[src/rtl/mips_pkg.sv]
// Shared encodings for the multiply/divide unit: op codes, FSM states and the
// divide-by-zero LO pattern.
package mips_pkg;

  typedef enum logic [2:0] {
    MD_MULTU = 3'b000,
    MD_MULT  = 3'b001,
    MD_DIVU  = 3'b010,
    MD_DIV   = 3'b011,
    MD_MADDU = 3'b100,
    MD_MADD  = 3'b101
  } md_op_e;

  typedef enum logic [1:0] {
    ST_IDLE = 2'd0,
    ST_MUL  = 2'd1,
    ST_DIV  = 2'd2,
    ST_FIX  = 2'd3
  } md_state_e;

  // All-ones quotient reported for b == 0; sliced down to the operand width.
  localparam logic [127:0] MD_DIV0_LO = {128{1'b1}};

endpackage

[src/rtl/muldiv_iter.sv]
// One iteration of the multiply/divide datapath: a shift-add step for multiply
// or a restoring-subtract step for divide over a {upper, lower} accumulator.
module muldiv_iter #(
  parameter int WIDTH = 32
) (
  input  logic               div_i,
  input  logic [2*WIDTH-1:0] acc_i,
  input  logic [WIDTH-1:0]   opnd_i,
  output logic [2*WIDTH-1:0] acc_o
);

  logic [WIDTH:0]   sum_s;
  logic [WIDTH:0]   shl_s;
  logic [WIDTH-1:0] diff_s;
  logic             ge_s;

  // Divide keeps {remainder, quotient}; the shifted remainder can need one
  // extra bit, but after a successful subtract it always fits in WIDTH bits.
  always_comb begin
    sum_s  = {1'b0, acc_i[2*WIDTH-1:WIDTH]} + (acc_i[0] ? {1'b0, opnd_i} : {(WIDTH+1){1'b0}});
    shl_s  = acc_i[2*WIDTH-1:WIDTH-1];
    ge_s   = (shl_s >= {1'b0, opnd_i});
    diff_s = shl_s[WIDTH-1:0] - opnd_i;
    if (div_i) begin
      if (ge_s) begin
        acc_o = {diff_s, acc_i[WIDTH-2:0], 1'b1};
      end else begin
        acc_o = {shl_s[WIDTH-1:0], acc_i[WIDTH-2:0], 1'b0};
      end
    end else begin
      acc_o = {sum_s, acc_i[WIDTH-1:1]};
    end
  end

endmodule

[src/rtl/muldiv_unit.sv]
// Iterative multiply/divide unit owning HI/LO. Define MULDIV_MADD_EN to add the
// MADDU/MADD accumulate ops; without it op codes 1xx are rejected.
module muldiv_unit
  import mips_pkg::*;
#(
  parameter int WIDTH = 32
) (
  input  logic             clk,
  input  logic             rst,
  input  logic             start,
  input  logic [2:0]       op,
  input  logic [WIDTH-1:0] a,
  input  logic [WIDTH-1:0] b,
  input  logic             flush,
  input  logic             wr_hi,
  input  logic             wr_lo,
  input  logic [WIDTH-1:0] wd,
  output logic             busy,
  output logic             done,
  output logic [WIDTH-1:0] hi,
  output logic [WIDTH-1:0] lo
);

  localparam int CNT_W = $clog2(WIDTH + 1);
  localparam logic [CNT_W-1:0] CNT_INIT = CNT_W'(WIDTH);
  localparam logic [CNT_W-1:0] CNT_LAST = CNT_W'(1);

  md_state_e          state_q;
  logic [CNT_W-1:0]   cnt_q;
  logic [2*WIDTH-1:0] acc_q;
  logic [2*WIDTH-1:0] acc_d;
  logic [WIDTH-1:0]   opnd_q;
  logic [WIDTH-1:0]   a_raw_q;
  logic               div_q;
  logic               div0_q;
  logic               neg_res_q;
  logic               neg_rem_q;
  logic               busy_q;
  logic               done_q;
  logic [WIDTH-1:0]   hi_q;
  logic [WIDTH-1:0]   lo_q;
`ifdef MULDIV_MADD_EN
  logic               madd_q;
`endif

  logic               op_ok_s;
  logic               op_div_s;
  logic               a_neg_s;
  logic               b_neg_s;
  logic [WIDTH-1:0]   a_mag_s;
  logic [WIDTH-1:0]   b_mag_s;
  logic [2*WIDTH-1:0] prod_s;
  logic [WIDTH-1:0]   fix_hi_s;
  logic [WIDTH-1:0]   fix_lo_s;

  // Decode which ops are accepted and whether they take the divide path.
  always_comb begin
    case (op)
      MD_MULTU, MD_MULT: begin op_ok_s = 1'b1; op_div_s = 1'b0; end
      MD_DIVU, MD_DIV:   begin op_ok_s = 1'b1; op_div_s = 1'b1; end
`ifdef MULDIV_MADD_EN
      MD_MADDU, MD_MADD: begin op_ok_s = 1'b1; op_div_s = 1'b0; end
`endif
      default:           begin op_ok_s = 1'b0; op_div_s = 1'b0; end
    endcase
  end

  // Operand magnitudes; as unsigned WIDTH-bit values even |MIN| is exact.
  always_comb begin
    a_neg_s = op[0] & a[WIDTH-1];
    b_neg_s = op[0] & b[WIDTH-1];
    a_mag_s = a_neg_s ? (-a) : a;
    b_mag_s = b_neg_s ? (-b) : b;
  end

  muldiv_iter #(.WIDTH(WIDTH)) u_iter (
    .div_i  (div_q),
    .acc_i  (acc_q),
    .opnd_i (opnd_q),
    .acc_o  (acc_d)
  );

  // Sign fix-up and final HI/LO values written in FIX.
  always_comb begin
    prod_s = neg_res_q ? (-acc_q) : acc_q;
    if (div_q) begin
      if (div0_q) begin
        fix_hi_s = a_raw_q;
        fix_lo_s = MD_DIV0_LO[WIDTH-1:0];
      end else begin
        fix_hi_s = neg_rem_q ? (-acc_q[2*WIDTH-1:WIDTH]) : acc_q[2*WIDTH-1:WIDTH];
        fix_lo_s = neg_res_q ? (-acc_q[WIDTH-1:0]) : acc_q[WIDTH-1:0];
      end
    end else begin
`ifdef MULDIV_MADD_EN
      if (madd_q) begin
        {fix_hi_s, fix_lo_s} = {hi_q, lo_q} + prod_s;
      end else begin
        {fix_hi_s, fix_lo_s} = prod_s;
      end
`else
      {fix_hi_s, fix_lo_s} = prod_s;
`endif
    end
  end

  // Control FSM, iteration counter, operand latches and HI/LO registers.
  always_ff @(posedge clk or negedge rst) begin
    if (!rst) begin
      state_q   <= ST_IDLE;
      cnt_q     <= '0;
      acc_q     <= '0;
      opnd_q    <= '0;
      a_raw_q   <= '0;
      div_q     <= 1'b0;
      div0_q    <= 1'b0;
      neg_res_q <= 1'b0;
      neg_rem_q <= 1'b0;
      busy_q    <= 1'b0;
      done_q    <= 1'b0;
      hi_q      <= '0;
      lo_q      <= '0;
`ifdef MULDIV_MADD_EN
      madd_q    <= 1'b0;
`endif
    end else begin
      done_q <= 1'b0;
      case (state_q)
        ST_IDLE: begin
          if (wr_hi) hi_q <= wd;
          if (wr_lo) lo_q <= wd;
          if (start && !flush && op_ok_s) begin
            state_q   <= op_div_s ? ST_DIV : ST_MUL;
            busy_q    <= 1'b1;
            cnt_q     <= CNT_INIT;
            acc_q     <= {{WIDTH{1'b0}}, a_mag_s};
            opnd_q    <= b_mag_s;
            a_raw_q   <= a;
            div_q     <= op_div_s;
            div0_q    <= op_div_s && (b == '0);
            neg_res_q <= a_neg_s ^ b_neg_s;
            neg_rem_q <= a_neg_s;
`ifdef MULDIV_MADD_EN
            madd_q    <= op[2];
`endif
          end
        end
        ST_MUL, ST_DIV: begin
          if (flush) begin
            state_q <= ST_IDLE;
            busy_q  <= 1'b0;
            cnt_q   <= '0;
          end else begin
            acc_q <= acc_d;
            cnt_q <= cnt_q - 1'b1;
            if (cnt_q == CNT_LAST) state_q <= ST_FIX;
          end
        end
        ST_FIX: begin
          state_q <= ST_IDLE;
          busy_q  <= 1'b0;
          cnt_q   <= '0;
          if (!flush) begin
            hi_q   <= fix_hi_s;
            lo_q   <= fix_lo_s;
            done_q <= 1'b1;
          end
        end
        default: begin
          state_q <= ST_IDLE;
          busy_q  <= 1'b0;
        end
      endcase
    end
  end

  assign busy = busy_q;
  assign done = done_q;
  assign hi   = hi_q;
  assign lo   = lo_q;

endmodule

[config.mk]
export PLATFORM = sky130hd
export DESIGN_NAME = muldiv_unit
export DESIGN_NICKNAME = d
export VERILOG_FILES = /design/src/rtl/mips_pkg.sv /design/src/rtl/muldiv_iter.sv /design/src/rtl/muldiv_unit.sv
export SDC_FILE = /design/constraint.sdc
export NUM_CORES = 1
export LEC_CHECK = 0
export CORE_MARGIN = 2
export CORE_UTILIZATION = 59
export CTS_BUF_LIST = sky130_fd_sc_hd__clkbuf_16
export DETAILED_ROUTE_END_ITERATION = 8
export PLACE_DENSITY = 0.9
export SLEW_MARGIN = 20
export SYNTH_ARGS = -nofsm -noshare
export SYNTH_HDL_FRONTEND = slang
export SYNTH_SLANG_ARGS = --single-unit
[constraint.sdc]
create_clock -name clk -period 3.85 [get_ports clk]
set_clock_uncertainty 0.15 [all_clocks]
set_input_delay 0.77 -clock clk [delete_from_list [all_inputs] [get_ports clk]]
set_output_delay 0.77 -clock clk [all_outputs]
set_load 0.02 [all_outputs]
==> results.py, run 1 <==
metrics = {
    "placement": {
        "pre_cts_ws_ps": 102,
        "post_dp_cell_area_um2": 19300,
        "dp_hpwl_mm": 47.7,
        "io_buffer_count": 170,
        "gp_congestion": 1.05,
        "dp.cells": 2693,
    },
    "worst_setup_path": {
        "r2r-start": "acc_q[18]",
        "end_kind": "flip-flop",
        "crit_chain": "or4_1 -> nor4_2 -> nand4b_1 -> or2_1 -> o41ai_2 -> xor2_1 -> o221ai_1 -> o21ai_0 -> o21ai_0",
        "rrSetupSlack_ps": 160,
        "critPathSlowestCell": "or4_1",
        "worstPathArrival_ps": 3990,
        "cp.required_ps": 4140,
        "critPathMaxStageDelay_ps": 620,
        "critical_path.top_delay_family": "simple AND/OR/NAND/NOR gates",
        "rr_worst_depth": 9,
        "cp.depth": 9,
        "critPathMaxFanout": 5,
        "crit_top_cell": "o21ai_0",
        "crit_end": "hi[9]",
        "path_buf_inv": 0,
        "cp-startpoint": "acc_q[18]",
        "r2r-end": "hi[9]",
        "startpoint_type": "flip-flop",
        "path_class": "reg2reg",
    },
    "grt": {
        "grt_max_degree": 88,
        "grt_pass1_vias": 17714,
        "grt_pass1_wl_mm": 97.0,
        "antenna_found_initial": 3,
        "track_usage": 0.427,
        "overflow": 0,
    },
    "layout": {
        "instances_no_fill": 2737,
        "fin_area_um2": 20100,
        "diodes": 0,
        "layout-drive-gt1-share": 0.0877,
        "area_delta_synth_final_pct": 21.3,
        "fin_nets": 2520,
    },
    "detailed_routing": {
        "viasPerCell": 6.69,
        "ant_nets": 0,
        "drt_first_pass_iters": 6,
        "wl_per_cell_um": 23.1,
        "drc": 0,
        "wl_mm": 63.2,
        "drt_iter0_markers": 2636,
        "num_vias": 18298,
    },
    "sta": {
        "setup_violations": 0,
        "rsz0062_at_grt": "no",
        "worstMarginPinSlew_ps": 1160,
        "hold_viol": 0,
        "period_minus_slack_ps": 3690,
        "tns_ps": 0,
        "fin_crit_sh": 0.960,
        "slew_headroom": 0.226,
        "max_freq_ghz": 0.271,
        "maxSlewViolCount": 0,
        "layout_setup_ws_ps": 155,
    },
    "yosys": {
        "syn_avg_cell_area_um2": 7.72,
        "syn_inst": 2144,
        "synth_edf_count": 0,
        "netlist_top_cells_area": "dfrtp_1 (31%), o21ai_0 (8.2%), nand2_1 (7.8%), ha_1 (5.4%), xnor2_1 (5.2%)",
        "async_reset_ff_frac": 1.00,
        "synth_area_um2": 16600,
        "synth_seq_area_share": 0.311,
        "ys_warn_count": 0,
        "ys_types": 82,
        "synth_top_flop_cell": "dfrtp_1",
        "yosys_register_bits": 206,
        "synth_top_area_frac": 0.311,
        "syn_nets": 2323,
        "post-synth-top-area-cell": "dfrtp_1",
    },
    "clock_network": {
        "cts_hold_buf": 0,
        "clock-sinks": 206,
        "root_buffer": "clkbuf_16",
        "insertion_delay_ps": 540,
        "numCtsBuffers": 24,
        "cts_tree": "built",
        "cts_max_level": 1,
        "clkTransAtPathRegs_ps": 60,
        "clk_path_buf_depth": 3,
        "postCtsSetupRepairBufs": 0,
        "cts_resized": 0,
    },
    "die": {
        "fp.dieW_um": 172,
        "dieHeight_um": 172,
        "ios": 171,
        "dieArea_um2": 29400,
        "rows": 61,
        "core_area_um2": 27700,
        "initial_utilization": 0.598,
    },
    "outcome": {
        "status": "complete, no violations",
    },
    "pwr": {
        "power.share.clock": 0.111,
        "seqPwrFrac": 0.216,
        "pwr-share-comb": 0.672,
        "p_leak_uw": 0.00878,
        "ir_drop_v": 0.000547,
        "power_switching_uw": 10400,
        "p_sw_frac": 0.511,
        "internal_power_uw": 9940,
        "cellPowerDensity_nw_per_um2": 1010,
        "p_total_uw": 20300,
    },
    "job": {
        "max-cap-violations": 0,
    },
    "min_path": {
        "hold_class": "in2async",
    },
}
[synth_stat cells, drive strengths merged, types with 7 or more instances]
cell,n
nand2,346
o21ai,277
dfrtp,206
nor2,158
a21oi,145
clkbuf,115
xnor2,99
inv,74
ha,72
xor2,63
mux2i,53
nand3,40
nor3,38
o22ai,37
o31ai,37
a21o,36
or3,24
o211ai,23
nand2b,22
and3,21
a211oi,19
a31oi,19
or4,17
a22oi,13
buf,12
nor4,12
o41ai,12
or2,12
o21a,11
nor2b,9
o221ai,8
a211o,7
and2,7
nand4,7
[layer usage]
layer / wire length, um / vias to the layer above / global-route usage
met3: 6530 / 339 / 0.0849
li1: - / 8108 / -
met2: 28400 / 1283 / 0.684
met5: 43 / - / 0
met1: 22800 / 8562 / 0.509
met4: 5500 / 6 / 0.319
[state kept, by name, indices dropped and copies added, names as in the netlist]
register,flops
neg_rem_q,1
opnd_q,32
a_raw_q,32
cnt_q,6
acc_q,64
state_q,2
done,1
lo,32
div0_q,1
hi,32
div_q,1
neg_res_q,1
busy,1
[power groups by stage]
stage | Sequential (uW) | Clock, uW | Combinational, uW
after floorplan | 4360 | 0 | 8470
after global placement | 4320 | 0 | 12800
after detailed placement | 4370 | 0 | 13100
after CTS | 4340 | 2260 | 13200
after global routing | 4490 | 2370 | 14800
final | 4400 | 2260 | 13700
[worst reg2reg max path, stage by stage, from the launching register on]
cell and delay (ps):
dfrtp_1 440, or4_1 620, nor4_2 340, nand4b_1 420, or2_1 480, o41ai_2 270, xor2_1 110, o221ai_1 360
o21ai_0 180, o21ai_0 210
[cells in the final DEF (no fill, tap or decap), types with 21 or more instances in the layout]
master,n
mux2i_1,53
o211ai_1,23
ha_1,71
o22ai_1,37
nand2_1,346
clkbuf_16,24
dfrtp_1,205
xor2_1,63
nor2_1,156
a21o_1,36
xnor2_1,99
or3_1,22
nand3_1,40
and3_1,21
a21oi_1,143
clkdlybuf4s50_1,169
buf_4,124
o21ai_0,271
inv_1,77
o31ai_1,37
nand2b_1,22
nor3_1,36
[how the worst min path moves through the flow]
stage / startpoint / slack (ps) / end / cells after the start
floorplan: a_raw_q[28] / 290 / a_raw_q[28] / 2
global placement: a_raw_q[13] / 310 / a_raw_q[13] / 2
CTS: rst / 160 / busy / 1
global route: rst / 190 / hi[12] / 1
finish: rst / 130 / hi[12] / 1
detailed placement: a_raw_q[10] / 310 / a_raw_q[10] / 2
[kinds of logic after synthesis]
family,share of synthesized area
AOI/OAI and AO/OA,0.265
xor gates and xnor gates,0.0857
adders and majority gates,0.0568
buffers and inverters,0.0464
DFF,0.311
muxes,0.0348
and+or+nand+nor,0.200
[per-stage QoR]
stage,utilization,hold slack [ps]
final,0.725,135
after global routing,0.725,187
after CTS,0.724,164
after detailed placement,0.696,314
after global placement,0.696,308
after floorplan,-,290
[area by class of cell]
class                      instances  area [um^2]
timing repair buffer             298         2720
fill                            2071         7620
tap                              378          473
inverter                          75          282
clock buffer                      24          601
multi-input combinational       1736        10700
sequential                       206         5160
clock inverter                    20          164
Power figures use the tool's default switching activity.
==> inputs of run 2 (changes only) <==
--- a/config.mk
+++ b/config.mk
@@ -6,10 +6,10 @@
 export NUM_CORES = 1
 export LEC_CHECK = 0
 export CORE_MARGIN = 2
-export CORE_UTILIZATION = 59
+export CORE_UTILIZATION = 63
 export CTS_BUF_LIST = sky130_fd_sc_hd__clkbuf_16
 export DETAILED_ROUTE_END_ITERATION = 8
-export PLACE_DENSITY = 0.9
+export PLACE_DENSITY = 0.95
 export SLEW_MARGIN = 20
 export SYNTH_ARGS = -nofsm -noshare
 export SYNTH_HDL_FRONTEND = slang
==> constraint.sdc (replaced) <==
create_clock -name clk -period 4.8 [get_ports clk]
set_clock_uncertainty 0.15 [all_clocks]
set_input_delay 0.96 -clock clk [delete_from_list [all_inputs] [get_ports clk]]
set_output_delay 0.96 -clock clk [all_outputs]
set_load 0.02 [all_outputs]
==> run 2 against run 1 <==
Utilization increased by 2.5 points; non-clock buffer count decreased by 65; count of clock-buffer cells in the layout unchanged; fmax decreased by 11%; critical path depth increased by 1; die area decreased by 6.2%; sequential share of layout area increased by 0.87 points; routed wire length increased by 2.6%; critical endpoint is now acc_q[62].
==> results.py, run 2 (synthesis results as in run 1) <==
metrics = {
    "worst_setup_path": {
        "worstPathArrival_ps": 4450,
        "cp.required_ps": 5080,
        "critPathMaxStageDelay_ps": 690,
        "startpoint_type": "flip-flop",
        "path_class": "reg2reg",
        "critPathMaxFanout": 9,
        "crit_chain": "ha_1 -> a21o_1 -> a31o_2 -> o211ai_1 -> a211oi_1 -> o21ai_0 -> a21oi_2 -> o21ai_0 -> a21oi_1 -> o41ai_1",
        "end_kind": "flip-flop",
        "path_buf_inv": 0,
        "critPathSlowestCell": "o21ai_0",
        "critical_path.top_delay_family": "compound AO/OA/AOI/OAI gates",
        "crit_top_cell": "o21ai_0",
    },
    "pwr": {
        "cellPowerDensity_nw_per_um2": 828,
        "p_total_uw": 16100,
        "power.share.clock": 0.106,
        "seqPwrFrac": 0.233,
        "p_leak_uw": 0.00845,
        "internal_power_uw": 7560,
        "power_switching_uw": 8530,
        "ir_drop_v": 0.000732,
        "p_sw_frac": 0.530,
        "pwr-share-comb": 0.661,
    },
    "detailed_routing": {
        "drt_first_pass_iters": 7,
        "drt_iter0_markers": 2851,
        "drc": 0,
        "wl_per_cell_um": 24.7,
        "viasPerCell": 7.01,
        "ant_nets": 0,
        "wl_mm": 64.9,
        "num_vias": 18455,
    },
    "sta": {
        "worstMarginPinSlew_ps": 1010,
        "fin_crit_sh": 0.868,
        "finalHoldWorstSlack_ps": 329,
        "layout_setup_ws_ps": 633,
        "maxSlewViolCount": 0,
        "tns_ps": 0,
        "setup_violations": 0,
        "period_minus_slack_ps": 4170,
        "hold_viol": 0,
        "max_freq_ghz": 0.240,
        "slew_headroom": 0.320,
        "rsz0062_at_grt": "no",
    },
    "grt": {
        "grt_pass1_wl_mm": 99.3,
        "grt_pass1_vias": 17231,
        "antenna_found_initial": 3,
        "track_usage": 0.456,
        "overflow": 0,
        "grt_max_degree": 110,
    },
    "placement": {
        "gp_congestion": 1.07,
        "io_buffer_count": 170,
        "pre_cts_ws_ps": 687,
        "dp_hpwl_mm": 47.8,
    },
    "clock_network": {
        "clk_path_buf_depth": 3,
        "root_buffer": "clkbuf_16",
        "clkTransAtPathRegs_ps": 70,
        "cts_tree": "built",
        "cts_hold_buf": 0,
        "cts_resized": 0,
        "numCtsBuffers": 24,
        "insertion_delay_ps": 550,
        "postCtsSetupRepairBufs": 0,
        "clock-sinks": 206,
        "cts_max_level": 1,
    },
    "layout": {
        "layout-drive-gt1-share": 0.0575,
        "layout_commonest_cell": "nand2_1",
        "mostFrequentLayoutCells": "nand2_1 (346), o21ai_0 (271), dfrtp_1 (205), clkdlybuf4s50_1 (169), nor2_1 (155)",
        "largest_reg_flops": 64,
        "final_util": 0.750,
        "area_delta_synth_final_pct": 17.3,
        "regMostFlops": "acc_q",
        "fin_nets": 2455,
    },
    "die": {
        "fp.dieW_um": 166,
        "rows": 59,
        "ios": 171,
        "dieArea_um2": 27600,
        "dieHeight_um": 166,
        "initial_utilization": 0.639,
        "core_area_um2": 25900,
    },
    "job": {
        "max-cap-violations": 0,
    },
    "outcome": {
        "status": "complete, no violations",
    },
    "min_path": {
        "hold_class": "reg2reg",
    },
}
run 2: metrics by stage:
stage,area (um^2),cells
after floorplan,16600,2144
after global placement,18700,2584
after detailed placement,18700,2584
after CTS,19400,2628
after global routing,19400,2629
final,19400,2632
run 2: area by class of cell:
class / instances / area [um^2]
flip-flops and latches: 206 / 5160
well taps: 335 / 419
inverters: 75 / 282
clock inverters: 20 / 98.8
clock buffers: 24 / 601
repair buffers: 233 / 2190
diodes: 3 / 7.51
fillers: 1893 / 6480
multi-input cells: 1736 / 10700
run 2: per-layer routing:
| layer | global-route usage | wire length, um |
|---|---|---|
| met4 | 0.238 | 4170 |
| met1 | 0.600 | 23800 |
| met5 | 0 | 0 |
| met2 | 0.696 | 27900 |
| met3 | 0.118 | 8970 |
run 2: tightest hold or removal path, cell delays in order, from the launching register on:
cell,delay [ps]
dfrtp_1,340
nand2_1,50
o21ai_0,60
run 2: power by group through the flow:
stage,clock network [uW],logic [uW],registers [uW]
floorplan,0,6790,3500
global placement,0,9850,3640
detailed placement,0,10100,3690
CTS,1680,10200,3670
global route,1760,11400,3800
finish,1700,10600,3750
run 2: final timing paths:
path,start,endpoint,slack [ps],cells after the start
max,acc_q[35],acc_q[62],630,10
min,opnd_q[19],opnd_q[19],330,2
min reg2reg,opnd_q[19],opnd_q[19],330,2
max reg2reg,acc_q[35],acc_q[62],630,10
min in group asynchronous,rst,cnt_q[4],380,1
max in group asynchronous,rst,opnd_q[24],3060,2
==> RTL edit: new RTL, config.mk and constraints of run 1 <==
Re-encode `md_state_e` (4 states) as one-hot, 4 bits wide.
--- a/src/rtl/mips_pkg.sv
+++ b/src/rtl/mips_pkg.sv
@@ -13,7 +13,7 @@
 
-  typedef enum logic [1:0] {
-    ST_IDLE = 2'd0,
-    ST_MUL  = 2'd1,
-    ST_DIV  = 2'd2,
-    ST_FIX  = 2'd3
+  typedef enum logic [3:0] {
+    ST_IDLE = 4'b0001,
+    ST_MUL  = 4'b0010,
+    ST_DIV  = 4'b0100,
+    ST_FIX  = 4'b1000
   } md_state_e;
Function: same outputs for any inputs over 4 cycles, from zero or initial values and one cycle with rst low; so few cycles prove little.
==> RTL edit against run 1 <==
- power shrank 24%
- global-route usage down 1.0 points
- area after synthesis increased by 1.4%
- sequential cell count rose by 2
- design area is 1.0% higher
- critical path depth is 3 higher
- synthesized cell count up 1.4%
- via count grew 1.3%
- setup slack got worse by 0.034 ns
- sequential share of layout area is essentially flat
- wire length is 0.84% higher
==> RTL edit: results (changes against run 1) <==
- On the critical path, the stage with the largest delay is an instance of sky130_fd_sc_hd__or4b_1.
- By area the synthesized netlist is led by sky130_fd_sc_hd__dfrtp_1 31%, sky130_fd_sc_hd__nand2_1 8.2%, sky130_fd_sc_hd__o21ai_0 6.9%.
- The half-perimeter wire length after placement was 48.4 mm (+1.3%).
- The overall routing resource usage was 41.7% (-1.0 points).
- The via count is 18500 (+1.3%).
- The placed instance area is 19500 um2 (+1.3%).
- The pre-CTS setup slack came to -0.00209 ns (-0.104 ns).
- The fraction of the yosys area taken by sequential cells was 31.0% (-0.13 points).
- The synthesized netlist net count came to 2351 (+1.2%).
- The count of different cell masters after synthesis is 80 (-2.4%).
- The pin count of the biggest net entering global routing was 91 (+3.4%).
- The global routing usage on met3 is 9.12% (+0.63 points).
- The highest ir drop seen on vdd was 0.504 mV (-7.8%).
- The largest fanout of any net on the critical path is 15 (+10).
- The global-route track usage on met1 is 59.9% (+9.0 points).
- The proportion of synthesized area in mux cells is 3.59% (+0.12 points).
- The reported combinational group power is 0.00918 W (-33%).
- The number of standard cells in the final layout excluding fillers is 2757 (+0.73%).
- The worst max-slew margin expressed relative to the limit was 43.1% (+21 points).
- The global routing met2 resource utilization is 62.4% (-6.0 points).
- The largest delay contributor family on the critical path is compound AO/OA/AOI/OAI gates.
- The synthesized-area fraction occupied by adder cells is 5.45% (-0.23 points).
- The switching power summed over all nets is 0.00747 W (-28%).
- The share of layout cells above drive strength 1 is 8.70% (-0.074 points).
- The met3 wirelength from detailed routing is 8.04 mm (+23%).
- The delay contributed by the slowest stage of the critical path was 0.57 ns (-0.05 ns).
- The via count of the first global-routing pass was 17200 (-2.7%).
- Compared with the post-synthesis result, the final layout area differs by 20.8%.
- The wire length per cell is 23.1 um (+0.11%).
- The flip-flop and latch count after synthesis was 208 (+0.97%).
- The flow ran to the end, and the final reports show no timing, DRC or antenna violations.
- The compound-cell area share of the yosys netlist is 25.6% (-0.92 points).
- The count of routing violations after the opening detailed-route iteration is 2789 (+5.8%).
- The wire length of the first global-routing pass is 99.0 mm (+2.0%).
- The cell count after synthesis was 2174 (+1.4%).
- The routed length on met2 is 27.4 mm (-3.4%).
- The final-layout fill cell count is 2201 (+6.3%).
- The weighted congestion reported at the end of routability-driven placement is 1.02 (-3.0%).
RTL edit: cell types whose count changed after synthesis, moves of 7 or more:
| cell | delta |
|---|---|
| sky130_fd_sc_hd__and3_1 | -9 |
| sky130_fd_sc_hd__nand2_1 | +20 |
| sky130_fd_sc_hd__nor3_1 | +7 |
| sky130_fd_sc_hd__nor4_1 | +7 |
| sky130_fd_sc_hd__o211ai_1 | +19 |
| sky130_fd_sc_hd__o21ai_0 | -41 |
| sky130_fd_sc_hd__o21ai_1 | +16 |
| sky130_fd_sc_hd__o31ai_1 | -11 |
| sky130_fd_sc_hd__xnor2_1 | +10 |
RTL edit: path summary, 6_finish.rpt:
kind	end	slack [ns]	depth (start not counted)
setup / recovery	acc_q[39]	0.12	12
hold / removal	opnd_q[16]	0.13	1
setup reg to reg	acc_q[39]	0.12	12
hold reg to reg	a_raw_q[25]	0.33	2
max in group asynchronous	state_q[0]	2.57	2
min in group clk	a_raw_q[25]	0.33	2
